<file path="config.mk">
export PLATFORM = sky130hd
export DESIGN_NAME = du_inst_loader
export DESIGN_NICKNAME = d
export VERILOG_FILES = /design/src/rtl/du_pkg.sv /design/src/rtl/du_byte_packer.sv /design/src/rtl/du_inst_loader.sv
export SDC_FILE = /design/constraint.sdc
export NUM_CORES = 1
export LEC_CHECK = 0
export ABC_AREA = 1
export CORE_UTILIZATION = 50
export CTS_CLUSTER_SIZE = 12
export DETAILED_ROUTE_END_ITERATION = 8
export PLACE_DENSITY = 0.84
export SYNTH_ARGS = -nofsm -noshare
export SYNTH_HDL_FRONTEND = slang
export SYNTH_SLANG_ARGS = --single-unit
</file>
<file path="constraint.sdc">
create_clock -name clock_i -period 3.8 [get_ports clock_i]
set_input_delay 0.95 -clock clock_i [delete_from_list [all_inputs] [get_ports clock_i]]
set_output_delay 0.95 -clock clock_i [all_outputs]
set_load 0.05 [all_outputs]
</file>
<file path="src/rtl/du_pkg.sv">
// Shared debug-unit definitions: loader state encoding, packing constants and
// the step/continue mode codes consumed by the debug-unit mode FSM.
// The loader's optional checksum stage is enabled by DU_LOADER_CHECKSUM_EN.
package du_pkg;

  // Bytes per instruction word and byte-address increment per word.
  localparam int N_BYTES = 4;
  localparam int BYTE_PC = 4;

  // Mode bytes accepted by the debug-unit FSM after a load completes.
  localparam logic [7:0] MODE_STEP = 8'h0F;
  localparam logic [7:0] MODE_CONT = 8'hF0;

  typedef enum logic [2:0] {
    ST_IDLE      = 3'd0,
    ST_GET_COUNT = 3'd1,
    ST_RECV_INST = 3'd2,
    ST_RECV_CSUM = 3'd3,
    ST_DONE      = 3'd4
  } load_state_t;

endpackage

</file>
<file path="src/rtl/du_byte_packer.sv">
// Byte-to-word packer: a 2-bit byte counter plus a shift-in register holding the
// first three bytes of a word (LSB first). On the fourth byte it presents the
// complete word together with a one-cycle word_valid_o, in the same cycle as that
// byte, so the loader can register the write on the very next edge.
module du_byte_packer
  import du_pkg::*;
#(
  parameter int N_BITS_DATA = 8
) (
  input  logic                             clock_i,
  input  logic                             reset_i,
  input  logic                             clear_i,
  input  logic                             byte_valid_i,
  input  logic [N_BITS_DATA-1:0]           byte_i,
  output logic [N_BYTES*N_BITS_DATA-1:0]   word_o,
  output logic                             word_valid_o
);

  localparam int SHIFT_W = (N_BYTES - 1) * N_BITS_DATA;

  logic [1:0]         cnt_q, cnt_d;
  logic [SHIFT_W-1:0] shift_q, shift_d;

  // Next byte count and shift contents; clear drops any partial word.
  // NOTE: every variable written here gets a default first, so no path leaves it unassigned and no latch is inferred.
  always_comb begin
    cnt_d   = cnt_q;
    shift_d = shift_q;
    if (clear_i) begin
      cnt_d = '0;
    end else if (byte_valid_i) begin
      // Counter wraps to 0 after the fourth byte, ready for the next word.
      cnt_d   = cnt_q + 2'd1;
      shift_d = {byte_i, shift_q[SHIFT_W-1:N_BITS_DATA]};
    end
  end

  // Counter and shift register.
  // NOTE: sequential state uses non-blocking assignments so every flop samples pre-edge values.
  always_ff @(posedge clock_i or posedge reset_i) begin
    if (reset_i) begin
      cnt_q   <= '0;
      shift_q <= '0;
    end else begin
      cnt_q   <= cnt_d;
      shift_q <= shift_d;
    end
  end

  assign word_o       = {byte_i, shift_q};
  assign word_valid_o = byte_valid_i && !clear_i && (cnt_q == 2'(N_BYTES - 1));

endmodule

</file>
<file path="src/rtl/du_inst_loader.sv">
// Debug-unit instruction loader: receives a count byte N then 4*N instruction
// bytes from the UART, writing one 32-bit word per four bytes at byte addresses
// 0, 4, 8, ... All outputs are registered.
// Define DU_LOADER_CHECKSUM_EN to require a trailing XOR checksum byte.
module du_inst_loader
  import du_pkg::*;
#(
  parameter int NB_DATA     = 32,
  parameter int N_BITS_DATA = 8,
  parameter int MAX_INST    = 255
) (
  input  logic                   clock_i,
  input  logic                   reset_i,
  input  logic                   load_en_i,
  input  logic                   rx_done_i,
  input  logic [N_BITS_DATA-1:0] rx_data_i,
  output logic                   en_write_o,
  output logic [NB_DATA-1:0]     address_o,
  output logic [NB_DATA-1:0]     inst_load_o,
  output logic                   busy_o,
  output logic                   load_done_o,
  output logic [N_BITS_DATA-1:0] inst_count_o,
  output logic                   error_o
);

  load_state_t              state_q, state_d;
  logic [N_BITS_DATA-1:0]   word_idx_q, word_idx_d;
  logic [N_BITS_DATA-1:0]   inst_count_q, inst_count_d;
  logic [NB_DATA-1:0]       address_q, address_d;
  logic [NB_DATA-1:0]       inst_load_q, inst_load_d;
  logic                     en_write_q, en_write_d;
  logic                     busy_q, busy_d;
  logic                     load_done_q, load_done_d;
  logic                     error_q, error_d;
  logic                     last_word;

  logic                             packer_clear;
  logic                             packer_valid;
  logic [N_BYTES*N_BITS_DATA-1:0]   packed_word;
  logic                             packed_valid;

`ifdef DU_LOADER_CHECKSUM_EN
  logic [N_BITS_DATA-1:0]   csum_q, csum_d;
`endif

  // Only instruction bytes reach the packer; any other state or an abort empties it.
  assign packer_valid = rx_done_i && load_en_i && (state_q == ST_RECV_INST);
  assign packer_clear = !load_en_i || (state_q != ST_RECV_INST);

  du_byte_packer #(
    .N_BITS_DATA (N_BITS_DATA)
  ) u_packer (
    .clock_i      (clock_i),
    .reset_i      (reset_i),
    .clear_i      (packer_clear),
    .byte_valid_i (packer_valid),
    .byte_i       (rx_data_i),
    .word_o       (packed_word),
    .word_valid_o (packed_valid)
  );

  // Next-state, counters and registered-output values of the loader FSM.
  always_comb begin
    state_d      = state_q;
    word_idx_d   = word_idx_q;
    inst_count_d = inst_count_q;
    address_d    = address_q;
    inst_load_d  = inst_load_q;
    en_write_d   = 1'b0;
    load_done_d  = 1'b0;
    error_d      = error_q;
    last_word    = (word_idx_q == inst_count_q - N_BITS_DATA'(1));
`ifdef DU_LOADER_CHECKSUM_EN
    csum_d       = csum_q;
`endif

    if (!load_en_i) begin
      // Abort: partial word is dropped by the packer; mid-transfer aborts are errors.
      state_d = ST_IDLE;
      if (state_q == ST_RECV_INST || state_q == ST_RECV_CSUM) begin
        error_d = 1'b1;
      end
    end else begin
      case (state_q)
        ST_IDLE: begin
          state_d    = ST_GET_COUNT;
          error_d    = 1'b0;
          address_d  = '0;
          word_idx_d = '0;
`ifdef DU_LOADER_CHECKSUM_EN
          csum_d     = '0;
`endif
        end

        ST_GET_COUNT: begin
          if (rx_done_i) begin
            inst_count_d = rx_data_i;
`ifdef DU_LOADER_CHECKSUM_EN
            csum_d       = rx_data_i;
`endif
            if (rx_data_i == '0) begin
              state_d     = ST_DONE;
              load_done_d = 1'b1;
            end else if (int'(rx_data_i) > MAX_INST) begin
              state_d = ST_DONE;
              error_d = 1'b1;
            end else begin
              state_d = ST_RECV_INST;
            end
          end
        end

        ST_RECV_INST: begin
`ifdef DU_LOADER_CHECKSUM_EN
          if (rx_done_i) begin
            csum_d = csum_q ^ rx_data_i;
          end
`endif
          if (packed_valid) begin
            en_write_d  = 1'b1;
            inst_load_d = NB_DATA'(packed_word);
            address_d   = NB_DATA'(word_idx_q) * NB_DATA'(BYTE_PC);
            word_idx_d  = word_idx_q + N_BITS_DATA'(1);
            if (last_word) begin
`ifdef DU_LOADER_CHECKSUM_EN
              state_d     = ST_RECV_CSUM;
`else
              state_d     = ST_DONE;
              load_done_d = 1'b1;
`endif
            end
          end
        end

`ifdef DU_LOADER_CHECKSUM_EN
        ST_RECV_CSUM: begin
          if (rx_done_i) begin
            state_d = ST_DONE;
            if (rx_data_i == csum_q) begin
              load_done_d = 1'b1;
            end else begin
              error_d = 1'b1;
            end
          end
        end
`endif

        ST_DONE: begin
          state_d = ST_DONE;
        end

        default: begin
          state_d = ST_IDLE;
        end
      endcase
    end

    busy_d = (state_d == ST_GET_COUNT) || (state_d == ST_RECV_INST) ||
             (state_d == ST_RECV_CSUM);
  end

  // State and output registers; reset also kills any pending write strobe.
  always_ff @(posedge clock_i or posedge reset_i) begin
    if (reset_i) begin
      state_q      <= ST_IDLE;
      word_idx_q   <= '0;
      inst_count_q <= '0;
      address_q    <= '0;
      inst_load_q  <= '0;
      en_write_q   <= 1'b0;
      busy_q       <= 1'b0;
      load_done_q  <= 1'b0;
      error_q      <= 1'b0;
    end else begin
      state_q      <= state_d;
      word_idx_q   <= word_idx_d;
      inst_count_q <= inst_count_d;
      address_q    <= address_d;
      inst_load_q  <= inst_load_d;
      en_write_q   <= en_write_d;
      busy_q       <= busy_d;
      load_done_q  <= load_done_d;
      error_q      <= error_d;
    end
  end

`ifdef DU_LOADER_CHECKSUM_EN
  // Running XOR of the count byte and all instruction bytes.
  always_ff @(posedge clock_i or posedge reset_i) begin
    if (reset_i) begin
      csum_q <= '0;
    end else begin
      csum_q <= csum_d;
    end
  end
`endif

  assign en_write_o   = en_write_q;
  assign address_o    = address_q;
  assign inst_load_o  = inst_load_q;
  assign busy_o       = busy_q;
  assign load_done_o  = load_done_q;
  assign inst_count_o = inst_count_q;
  assign error_o      = error_q;

endmodule

</file>
# After elaboration in Yosys (flattened, before gate mapping)
# Index checks and enable logic that the tools add are counted.
totals:
  reg_bits: 113
  out_inout_bits: 76
op_classes:
  add_sub_neg: 3
  n_eq_ne: 12
  muxes: 24
  bitwise: 1
  reduce_logical: 20
ops:
  columns: ["op", "n"]
  rows:
  - ["one-hot mux 32 bit (2 select lines)", 1]
  - ["2-to-1 mux 32 bit", 1]
  - ["one-hot mux 8 bit (2 select lines)", 1]
  - ["2-to-1 mux 3 bit", 5]
  - ["equality test 3 x 2 -> 1 bit (second input constant)", 4]
  - ["one-hot mux 3 bit (4 select lines)", 1]
  - ["2-to-1 mux 1 bit", 11]
  - ["AND reduction 3 bit", 3]
  - ["adder 8 x 1 -> 8 bit (second input constant)", 1]
  - ["equality test 8 bit", 1]
  - ["zero test 8 bit", 1]
  - ["2-to-1 mux 8 bit", 1]
  - ["subtractor 8 x 1 -> 8 bit (second input constant)", 1]
  - ["equality test 3 x 1 -> 1 bit (second input constant)", 2]
  - ["nonzero test 2 bit", 3]
  - ["logical AND 1 bit", 4]
  - ["logical OR 1 bit", 4]
  - ["2-to-1 mux 2 bit", 2]
  - ["AND reduction 2 bit", 2]
  - ["equality test 3 bit (second input constant)", 1]
  - ["zero test 3 bit", 1]
  - ["!= test 3 x 2 -> 1 bit (second input constant)", 1]
  - ["adder 2 x 1 -> 2 bit (second input constant)", 1]
  - ["equality test 2 bit (second input constant)", 1]
  - ["5 further kinds", 6]

# Logic depth before layout (Yosys ltp)
# Gate-level depths: netlist of run 1.
logic_depth:
  ltp_word: 11
  depth_mapped: 15
  depth_no_buf: 15

# Modules after synthesis
# Synthesis of run 1 repeated with hierarchy kept, for this count alone.
hier_totals:
  hier_cells: 503
  hier_area_um2: 4300.4
by_module_without_submodules:
  columns: ["mod", "instances", "cells_each", "area_per_inst_um2"]
  rows:
  - ["du_inst_loader", 1, 376, 3040.4]
  - ["du_byte_packer", 1, 127, 1260.0]

# Least setup slack after synthesis of run 1
# Ideal clock, no wire load.
synth_path:
  path_kind: "register to register"
  start: "register inst_count_q[0] (netlist: inst_count_o[0])"
  end: "register busy_q (netlist: busy_o)"
  setup_time_ns: 0.118
  arrival_ns: 1.792
  required_time_ns: 3.682
  slack_ns: 1.890
  path_stages_with_launch: 13
  path_cell_list: "dfrtp_1 inv_1 ha_1 xor2_1 o21ai_0 nor2_1 nand2_1 nor2_1 nand2_1 nand2_1 nand2_1 nand2_1 nand2_1"
synth_between:
  elab_chain_cells: 9
synth_rtl:
  columns: ["item", "line_no", "source"]
  rows:
  - ["start, declared", "du_inst_loader.sv:28", "logic [N_BITS_DATA-1:0] inst_count_q, inst_count_d;"]
  - ["start signal, assigned", "du_inst_loader.sv:177", "inst_count_q <= inst_count_d;"]
  - ["subtractor 8 x 1 -> 8 bit (*)", "du_inst_loader.sv:72", "last_word = (word_idx_q == inst_count_q - N_BITS_DATA'(1));"]
  - ["equality test 8 bit (*)", "du_inst_loader.sv:72", null]
  - ["2-to-1 mux 3 bit (*)", "du_inst_loader.sv:124", "if (last_word) begin"]
  - ["2-to-1 mux 3 bit (*)", "du_inst_loader.sv:119", "if (packed_valid) begin"]
  - ["one-hot mux 3 bit (4 select lines) (*)", "du_inst_loader.sv:84", "case (state_q)"]
  - ["2-to-1 mux 3 bit (*)", "du_inst_loader.sv:77", "if (!load_en_i) begin"]
  - ["equality test 3 x 1 -> 1 bit / equality test 3 x 2 -> 1 bit (equally long branches)", "du_inst_loader.sv:158", "busy_d = (state_d == ST_GET_COUNT) || (state_d == ST_RECV_INST) ||"]
  - ["logical OR 1 bit", "du_inst_loader.sv:158", null]
  - ["logical OR 1 bit (*)", "du_inst_loader.sv:158", null]
  - ["via busy_d", "du_inst_loader.sv:32", "logic busy_q, busy_d;"]
  - ["end signal, assigned", "du_inst_loader.sv:181", "busy_q <= busy_d;"]
  - ["end, declared", "du_inst_loader.sv:32", null]
# The timed path passes the listed nets; every way through them passes the cells marked *.
# A chain may end at the register's enable or synchronous reset.

# Worst setup path in the final report of run 1
layout_path:
  start: "register inst_count_q[0] (netlist: inst_count_o[0])"
  end: "output port inst_count_o[0]"
layout_rtl:
  columns: ["item", "line_no", "source"]
  rows:
  - ["end, declared", "du_inst_loader.sv:22", "output logic [N_BITS_DATA-1:0] inst_count_o,"]
# No word-level cell between the ends.

==> results.cfg, run 1 <==
[synthesis]
ys_types = 30
syn_area_um2 = 3960
synth_commonest_cells = nand2_1 (150), dfrtp_1 (89), inv_1 (43)
avgSynthCellArea_um2 = 8.77
syn_inst = 451
synth_edf_count = 0
yosysWarnings = 0
synthArstFlopShare_pct = 100
synthFlopType = dfrtp_1
yosys.area.top_type = dfrtp_1
yosysTopAreaCellShare_pct = 56.3
ys_seq_area_share_pct = 56.3
synth_area_leaders = dfrtp_1 (56%), nand2_1 (14%), buf_4 (4.6%)
synth_most_common_cell = nand2_1
ys_ff_latch = 89

[timing]
hold_violations = 0
timing.hold.ws_ps = 475
finalCritPeriodShare_pct = 69.9
fin_ws_ps = 1140
slew_headroom_pct = 65.6
tns_ps = 0
fmaxAchievable_ghz = 0.376
final.setup_skew_ps = 12.6
maxSlewViolCount = 0
rsz0062_at_grt = no
worst_pin_slew_ps = 514
setup_viol = 0
min_period_ps = 2660

[grt]
busiest_layer = met2
use_met2_pct = 32.4
grt_pass1_vias = 2806
antenna_found_initial = 0
grt_pass1_wl_um = 13300
overflow = 0
use_met1_pct = 27.8
track_usage_pct = 20.7
met3_usage_pct = 4.69
grt_max_degree = 46

[clock_network]
cts-root-buf = clkbuf_8
cts_tree = yes
clock-sinks = 89
clock_latency_ps = 360
cts_resized = 0
cts_buffers = 9
post_cts_buffers = 0
hold_buffers = 0
path_clk_slew_ps = 100
cts_buffer_depth = 2
htreeDepth = 3

[floorplanning]
boundaryPins = 88
num_rows = 32
core-area_um2 = 7690
die_w_um = 91.0
start_util_pct = 51.5
dieArea_um2 = 8270
fp.dieH_um = 91.0

[routing]
drcViolationCount = 0
routed_wl_um = 8070
via_per_inst = 4.92
wl_per_cell_um = 13.0
firstDrtPassIters = 4
ant_nets = 0
vias = 3065
drt_iter0_drc = 160

[critical_path]
crit_path_end_kind = output pin
critPathMaxStageDelay_ps = 850
start_kind = flop
crit_family = buffers and inverters
cp_num_buf_inv = 1
path_cells = clkdlybuf4s50_1
crit_arrival_ps = 1710
criticalPathCategory = flop to output pin
slowest_stage = clkdlybuf4s50_1
crit_required_ps = 2850
crit_fanout = 6

[place]
dp_slack_ps = 907
place.gp.congestion = 0.917
place_area_um2 = 4610
hpwl_um = 5890
dp_cells = 607
io_buffer_count = 63

[pwr]
p_total_mw = 2.35
peakVddDrop_v = 0.000531
p_leak_nw = 2.40
powerDensity_nw_per_um2 = 490

[cells_and_area]
fin_area_um2 = 4800
drive_above_1_share_pct = 6.53
stdcell_count = 623
nFillCells = 664
n_antenna_cell = 0
nets = 531
postLayoutCoreUtil_pct = 62.4
layout-area-overhead-vs-synth_pct = 21.3

[run]
drv_cap = 0

[outcome]
status = completed

[hold_path]
hold_path.class = flop to flop
==> cell type report <==
| cell class | instances | area, um^2 | area share (%) |
|---|---|---|---|
| Clock buffer | 9 | 124 | 2.58 |
| Multi-Input combinational cell | 300 | 1400 | 29.2 |
| Inverter | 49 | 185 | 3.86 |
| Timing Repair Buffer | 67 | 673 | 14.0 |
| Clock inverter | 7 | 62.6 | 1.30 |
| Sequential cell | 89 | 2230 | 46.4 |
| Tap cell | 102 | 128 | 2.66 |
==> worst min-delay path: stages, from the launching register on <==
cell	delay (ps)
dfrtp_1	350
nand2_1	50
nand2_1	50
==> power breakdown <==
| group | switching (mW) | internal (mW) |
|---|---|---|
| logic | 0.410 | 0.189 |
| clock network | 0.361 | 0.249 |
| registers | 0.0949 | 1.05 |
| total | 0.866 | 1.48 |
==> cell usage in the layout (no fill, tap or decap), types with 4 or more instances in the layout <==
| master | count |
|---|---|
| o21ai_1 | 26 |
| inv_2 | 6 |
| inv_1 | 42 |
| o21ai_0 | 32 |
| dfrtp_1 | 89 |
| nor2_1 | 19 |
| clkdlybuf4s50_1 | 63 |
| nand4_1 | 4 |
| a21oi_1 | 6 |
| conb_1 | 24 |
| nand3_1 | 11 |
| mux2_1 | 7 |
| nand2_1 | 150 |
| clkbuf_8 | 9 |
==> flip-flops by register name, summed over array words and instances, names as in the netlist <==
register,count
word_idx_q,8
u_packer.shift_q,24
load_done_o,1
en_write_o,1
u_packer.cnt_q,2
busy_o,1
inst_count_o,8
inst_load_o,32
state_q,3
address_o,8
error_o,1
==> routing by layer <==
layer / up-vias / part of all wire, %
li1: 1506 / -
met1: 1449 / 45
met2: 94 / 47
met3: 16 / 6.1
met4: 0 / 2.1
met5: - / 0
==> path summary, 6_finish.rpt <==
kind,to,start,slack (ps),cells after the start
min in group asynchronous,load_done_o$_DFF_PP0_,reset_i,890,2
worst min-delay path,inst_load_o[4]$_DFFE_PP0P_,u_packer.shift_q[4]$_DFFE_PP0P_,480,2
worst max-delay path,inst_count_o[0],inst_count_o[0]$_DFFE_PP0P_,1140,1
worst min register to register,inst_load_o[4]$_DFFE_PP0P_,u_packer.shift_q[4]$_DFFE_PP0P_,480,2
worst max register to register,word_idx_q[1]$_DFFE_PP0P_,state_q[2]$_DFF_PP0_,1810,8
max in group asynchronous,word_idx_q[1]$_DFFE_PP0P_,reset_i,2260,3
==> kinds of logic (layout without fill, tap and decap cells) <==
family / Yosys count / in the layout / share of synthesized area [%]
buf+inv: 85 / 132 / 10.5
fa+ha+maj: 3 / 3 / 0.949
flops: 89 / 89 / 56.3
mux: 8 / 8 / 2.28
compound gates: 65 / 65 / 8.35
simple gates: 197 / 197 / 20.8
other cells: 1 / 24 / 0.0948
xor+xnor: 3 / 3 / 0.664
No activity file was read; power rests on OpenSTA's default activity.
==> run 2, diff against run 1 <==
clock period = 2.5 ns   (was 3.8 ns; I/O delays follow)
==> run 2 against run 1 <==
Net effect: total power rose by 56%; final area up 1.1%; largest power group unchanged; largest cell class unchanged; critical path depth unchanged; setup slack lost 990 ps.
==> results.cfg, run 2 (same netlist as run 1, synthesis figures left out) <==
[outcome]
status = completed

[clock_network]
clock_latency_ps = 350
post_cts_buffers = 0
cts_buffers = 9
path_clk_slew_ps = 90
cts_buffer_depth = 2
clock-sinks = 89
cts-root-buf = clkbuf_8
cts_resized = 0
cts_tree = yes
hold_buffers = 0
htreeDepth = 3

[hold_path]
hold_end = inst_load_o[3]$_DFFE_PP0P_
hold_path.class = flop to flop
hold_depth = 2
min_from = u_packer.shift_q[3]$_DFFE_PP0P_

[grt]
met3_usage_pct = 3.60
grt_max_degree = 90
antenna_found_initial = 0
use_met1_pct = 27.5
overflow = 0
track_usage_pct = 20.9
busiest_layer = met2
grt_pass1_wl_um = 13700
use_met2_pct = 34.7
grt_pass1_vias = 2888

[floorplanning]
dieArea_um2 = 8270
boundaryPins = 88
start_util_pct = 51.5
fp.dieH_um = 91.0
die_w_um = 91.0
core-area_um2 = 7690
num_rows = 32

[timing]
slew_headroom_pct = 64.7
setup_viol = 0
tns_ps = 0
maxSlewViolCount = 0
final.setup_skew_ps = 8.53
fmaxAchievable_ghz = 0.425
min_period_ps = 2350
rsz0062_at_grt = no
timing.hold.ws_ps = 476
worst_pin_slew_ps = 528
finalCritPeriodShare_pct = 94.0
hold_violations = 0
fin_ws_ps = 150

[critical_path]
crit_family = buffers and inverters
path_cells = clkdlybuf4s50_1
crit_fanout = 7
crit_arrival_ps = 1730
crit_path_end_kind = output pin
crit_required_ps = 1880
ff2ff_path_depth = 15
rr_startpoint = inst_count_o[0]$_DFFE_PP0P_
r2r_end = busy_o$_DFF_PP0_
ff2ff_setup_slack_ps = 550
slowest_stage = clkdlybuf4s50_1
start_kind = flop
critPathMaxStageDelay_ps = 860
cp_num_buf_inv = 1
criticalPathCategory = flop to output pin

[routing]
drt_iter0_drc = 179
routed_wl_um = 8020
ant_nets = 0
vias = 3057
via_per_inst = 4.90
firstDrtPassIters = 5
drcViolationCount = 0
wl_per_cell_um = 12.9

[pwr]
p_total_mw = 3.67
powerDensity_nw_per_um2 = 756
peakVddDrop_v = 0.000546
p_leak_nw = 2.43

[cells_and_area]
layout-area-overhead-vs-synth_pct = 22.6
fin_area_um2 = 4850
n_antenna_cell = 0
final_cell_mix = nand2_1 (150), dfrtp_1 (89), clkdlybuf4s50_1 (63), inv_1 (42), o21ai_0 (32)
drive_above_1_share_pct = 6.70
stdcell_count = 624
layout_commonest_cell = nand2_1
nets = 532
postLayoutCoreUtil_pct = 63.1
largest_reg_flops = 32

[run]
drv_cap = 0

[place]
io_buffer_count = 63
place.gp.congestion = 0.888
dp_slack_ps = 183
place_area_um2 = 4650
hpwl_um = 5550
dp_cells = 608
## run 2: worst reg2reg max path, stage by stage, from the launching register on
cell and delay (ps):
dfrtp_1 470, inv_1 160, ha_1 270, inv_1 60, nand2_1 80, nand2_1 70, nand2_1 80, nand2_1 50
nor2_1 120, nand2_1 70, nor2_1 80, nand2_1 90, nand2_1 70, nand2_1 50, nand2_1 70, nand2_1 50
## run 2: worst max-delay path by stage
| stage | slack (ps) | to | cells past startpoint | startpoint |
|---|---|---|---|---|
| floorplan | 590 | busy_o$_DFF_PP0_ | 12 | inst_count_o[0]$_DFFE_PP0P_ |
| global placement | 270 | inst_load_o[15]$_DFFE_PP0P_ | 8 | load_en_i |
| detailed placement | 180 | word_idx_q[1]$_DFFE_PP0P_ | 8 | load_en_i |
| CTS | 160 | inst_count_o[2] | 1 | inst_count_o[2]$_DFFE_PP0P_ |
| global route | 110 | inst_count_o[2] | 1 | inst_count_o[2]$_DFFE_PP0P_ |
| finish | 150 | inst_count_o[2] | 1 | inst_count_o[2]$_DFFE_PP0P_ |
## run 2: metal layers
layer / wire, um / vias to the layer above / part of all wire [%]
met5: 0 / - / 0
met4: 140 / 0 / 1.7
met3: 504 / 13 / 6.3
met2: 3890 / 112 / 48
li1: - / 1504 / -
met1: 3490 / 1428 / 43
## run 2: where the power goes
part | internal, mW | switching (mW) | leakage, nW
sequential | 1.59 | 0.145 | 1.22
clock | 0.493 | 0.514 | 0.103
combinational | 0.292 | 0.631 | 1.11
total | 2.38 | 1.29 | 2.43
## run 2: cell type report
class | count | area (um^2)
fill | 652 | 2840
sequential | 89 | 2230
multi-input combinational | 300 | 1400
timing repair buffer | 68 | 706
inverter | 49 | 188
clock buffer | 10 | 138
tap | 102 | 128
clock inverter | 6 | 65.1
==> run 3, diff against run 2 <==
CORE_UTILIZATION = 52   (was 50)
CTS_BUF_LIST = sky130_fd_sc_hd__clkbuf_4 sky130_fd_sc_hd__clkbuf_8   (was default)
HOLD_SLACK_MARGIN = 0.08   (was default)
PLACE_DENSITY = 0.87   (was 0.84)
==> run 3 against run 2 <==
Net effect: non-clock buffer count is 3 higher; clock power is 7% lower; final cell count stayed put; first-iteration DRC count is 25% higher; register-to-register slack worse by 20 ps; via count is 0.65% higher; hold slack better by 4.2 ps; die area is 3.8% lower; count of clock-buffer cells in the layout is 1 lower; sequential power hardly changed; global-route usage is 1.8 points higher; critical path type unchanged; critical endpoint is now inst_count_o[0].
==> results.cfg, run 3 (same netlist as run 1, synthesis figures left out) <==
[place]
place_area_um2 = 4670
place.gp.congestion = 0.860
hpwl_um = 6040
io_buffer_count = 63

[timing]
min_period_ps = 2320
fmaxAchievable_ghz = 0.432
worst_pin_slew_ps = 511
maxSlewViolCount = 0
tns_ps = 0
hold_violations = 0
setup_viol = 0
final.setup_skew_ps = 11.1
timing.hold.ws_ps = 480
finalCritPeriodShare_pct = 92.7
slew_headroom_pct = 65.9
rsz0062_at_grt = no

[grt]
met3_usage_pct = 4.80
busiest_layer = met2
overflow = 0
antenna_found_initial = 0
grt_pass1_vias = 2873
grt_pass1_wl_um = 13400
use_met2_pct = 37.5
track_usage_pct = 22.7
grt_max_degree = 42
use_met1_pct = 29.7

[hold_path]
hold_path.class = flop to flop

[critical_path]
crit_arrival_ps = 1690
crit_fanout = 6
critPathMaxStageDelay_ps = 850
slowest_stage = clkdlybuf4s50_1
crit_path_end_kind = output pin
cp_num_buf_inv = 1
crit_required_ps = 1880
start_kind = flop
crit_family = buffers and inverters
path_cells = clkdlybuf4s50_1
criticalPathCategory = flop to output pin

[clock_network]
path_clk_slew_ps = 90
cts_buffer_depth = 2
clock-sinks = 89
cts_resized = 0
post_cts_buffers = 0
htreeDepth = 3
cts-root-buf = clkbuf_8
clock_latency_ps = 360
cts_tree = yes
hold_buffers = 0
cts_buffers = 9

[outcome]
status = completed

[cells_and_area]
final_cell_mix = nand2_1 (150), dfrtp_1 (89), clkdlybuf4s50_1 (63), inv_1 (42), o21ai_0 (32)
nets = 535
layout-area-overhead-vs-synth_pct = 22.8
fin_area_um2 = 4860
largest_reg_flops = 32
n_antenna_cell = 0
drive_above_1_share_pct = 7.24
layout_commonest_cell = nand2_1

[routing]
wl_per_cell_um = 13.1
firstDrtPassIters = 4
ant_nets = 0
vias = 3077
via_per_inst = 4.93
drt_iter0_drc = 224
drcViolationCount = 0
routed_wl_um = 8200

[pwr]
p_leak_nw = 2.43
peakVddDrop_v = 0.000373
powerDensity_nw_per_um2 = 744

[floorplanning]
dieArea_um2 = 7960
core-area_um2 = 7290
num_rows = 31
fp.dieH_um = 89.2
start_util_pct = 54.3
die_w_um = 89.2
boundaryPins = 88

[run]
drv_cap = 0
[run 3: changes by cell type in the layout (fill, tap and decap cells not counted)]
| cell | change |
|---|---|
| inv_8 | +1 |
| clkbuf_8 | -1 |
| buf_4 | +3 |
| clkinv_2 | -2 |
| clkinv_8 | +1 |
| inv_6 | +1 |
| clkinvlp_4 | +1 |
| bufinv_16 | -1 |
[run 3: final cells by class]
class                   count  area [um^2]
multi-input cells         300         1400
flip-flops and latches     89         2230
inverters                  49          188
clock buffers               9          124
repair buffers             71          728
well taps                  99          124
clock inverters             7         68.8
fillers                   598         2430
[run 3: per-stage QoR]
| stage | power [mW] | setup slack (ps) | utilization [%] | instances |
|---|---|---|---|---|
| finish | 3.61 | 184 | 66.6 | 624 |
| global route | 3.82 | 105 | 66.6 | 624 |
| CTS | 3.64 | 150 | 66.6 | 624 |
| detailed placement | 2.70 | 175 | 64.0 | 608 |
| global placement | 2.67 | 256 | 64.0 | 608 |
| floorplan | 2.44 | 590 | - | 474 |
[run 3: routing by layer]
| layer | vias to the layer above | share of wire [%] |
|---|---|---|
| met5 | - | 0 |
| met4 | 0 | 1.7 |
| met3 | 13 | 4.7 |
| met2 | 91 | 49 |
| met1 | 1462 | 45 |
| li1 | 1511 | - |
[run 3: final timing paths]
check	startpoint	to	depth (start not counted)	slack, ps
setup / recovery	inst_count_o[0]$_DFFE_PP0P_	inst_count_o[0]	1	180
hold / removal	u_packer.shift_q[4]$_DFFE_PP0P_	inst_load_o[4]$_DFFE_PP0P_	2	480
setup reg to reg	inst_count_o[0]$_DFFE_PP0P_	busy_o$_DFF_PP0_	15	530
hold reg to reg	u_packer.shift_q[4]$_DFFE_PP0P_	inst_load_o[4]$_DFFE_PP0P_	2	480
max in group asynchronous	reset_i	inst_load_o[9]$_DFFE_PP0P_	3	1310
min in group asynchronous	reset_i	u_packer.shift_q[23]$_DFFE_PP0P_	2	660
[run 3: power breakdown]
group	switching [mW]	total (mW)	leakage [nW]	internal, mW
clock	0.554	0.941	0.0915	0.387
sequential	0.140	1.73	1.22	1.59
combinational	0.640	0.942	1.12	0.302
total	1.33	3.61	2.43	2.28
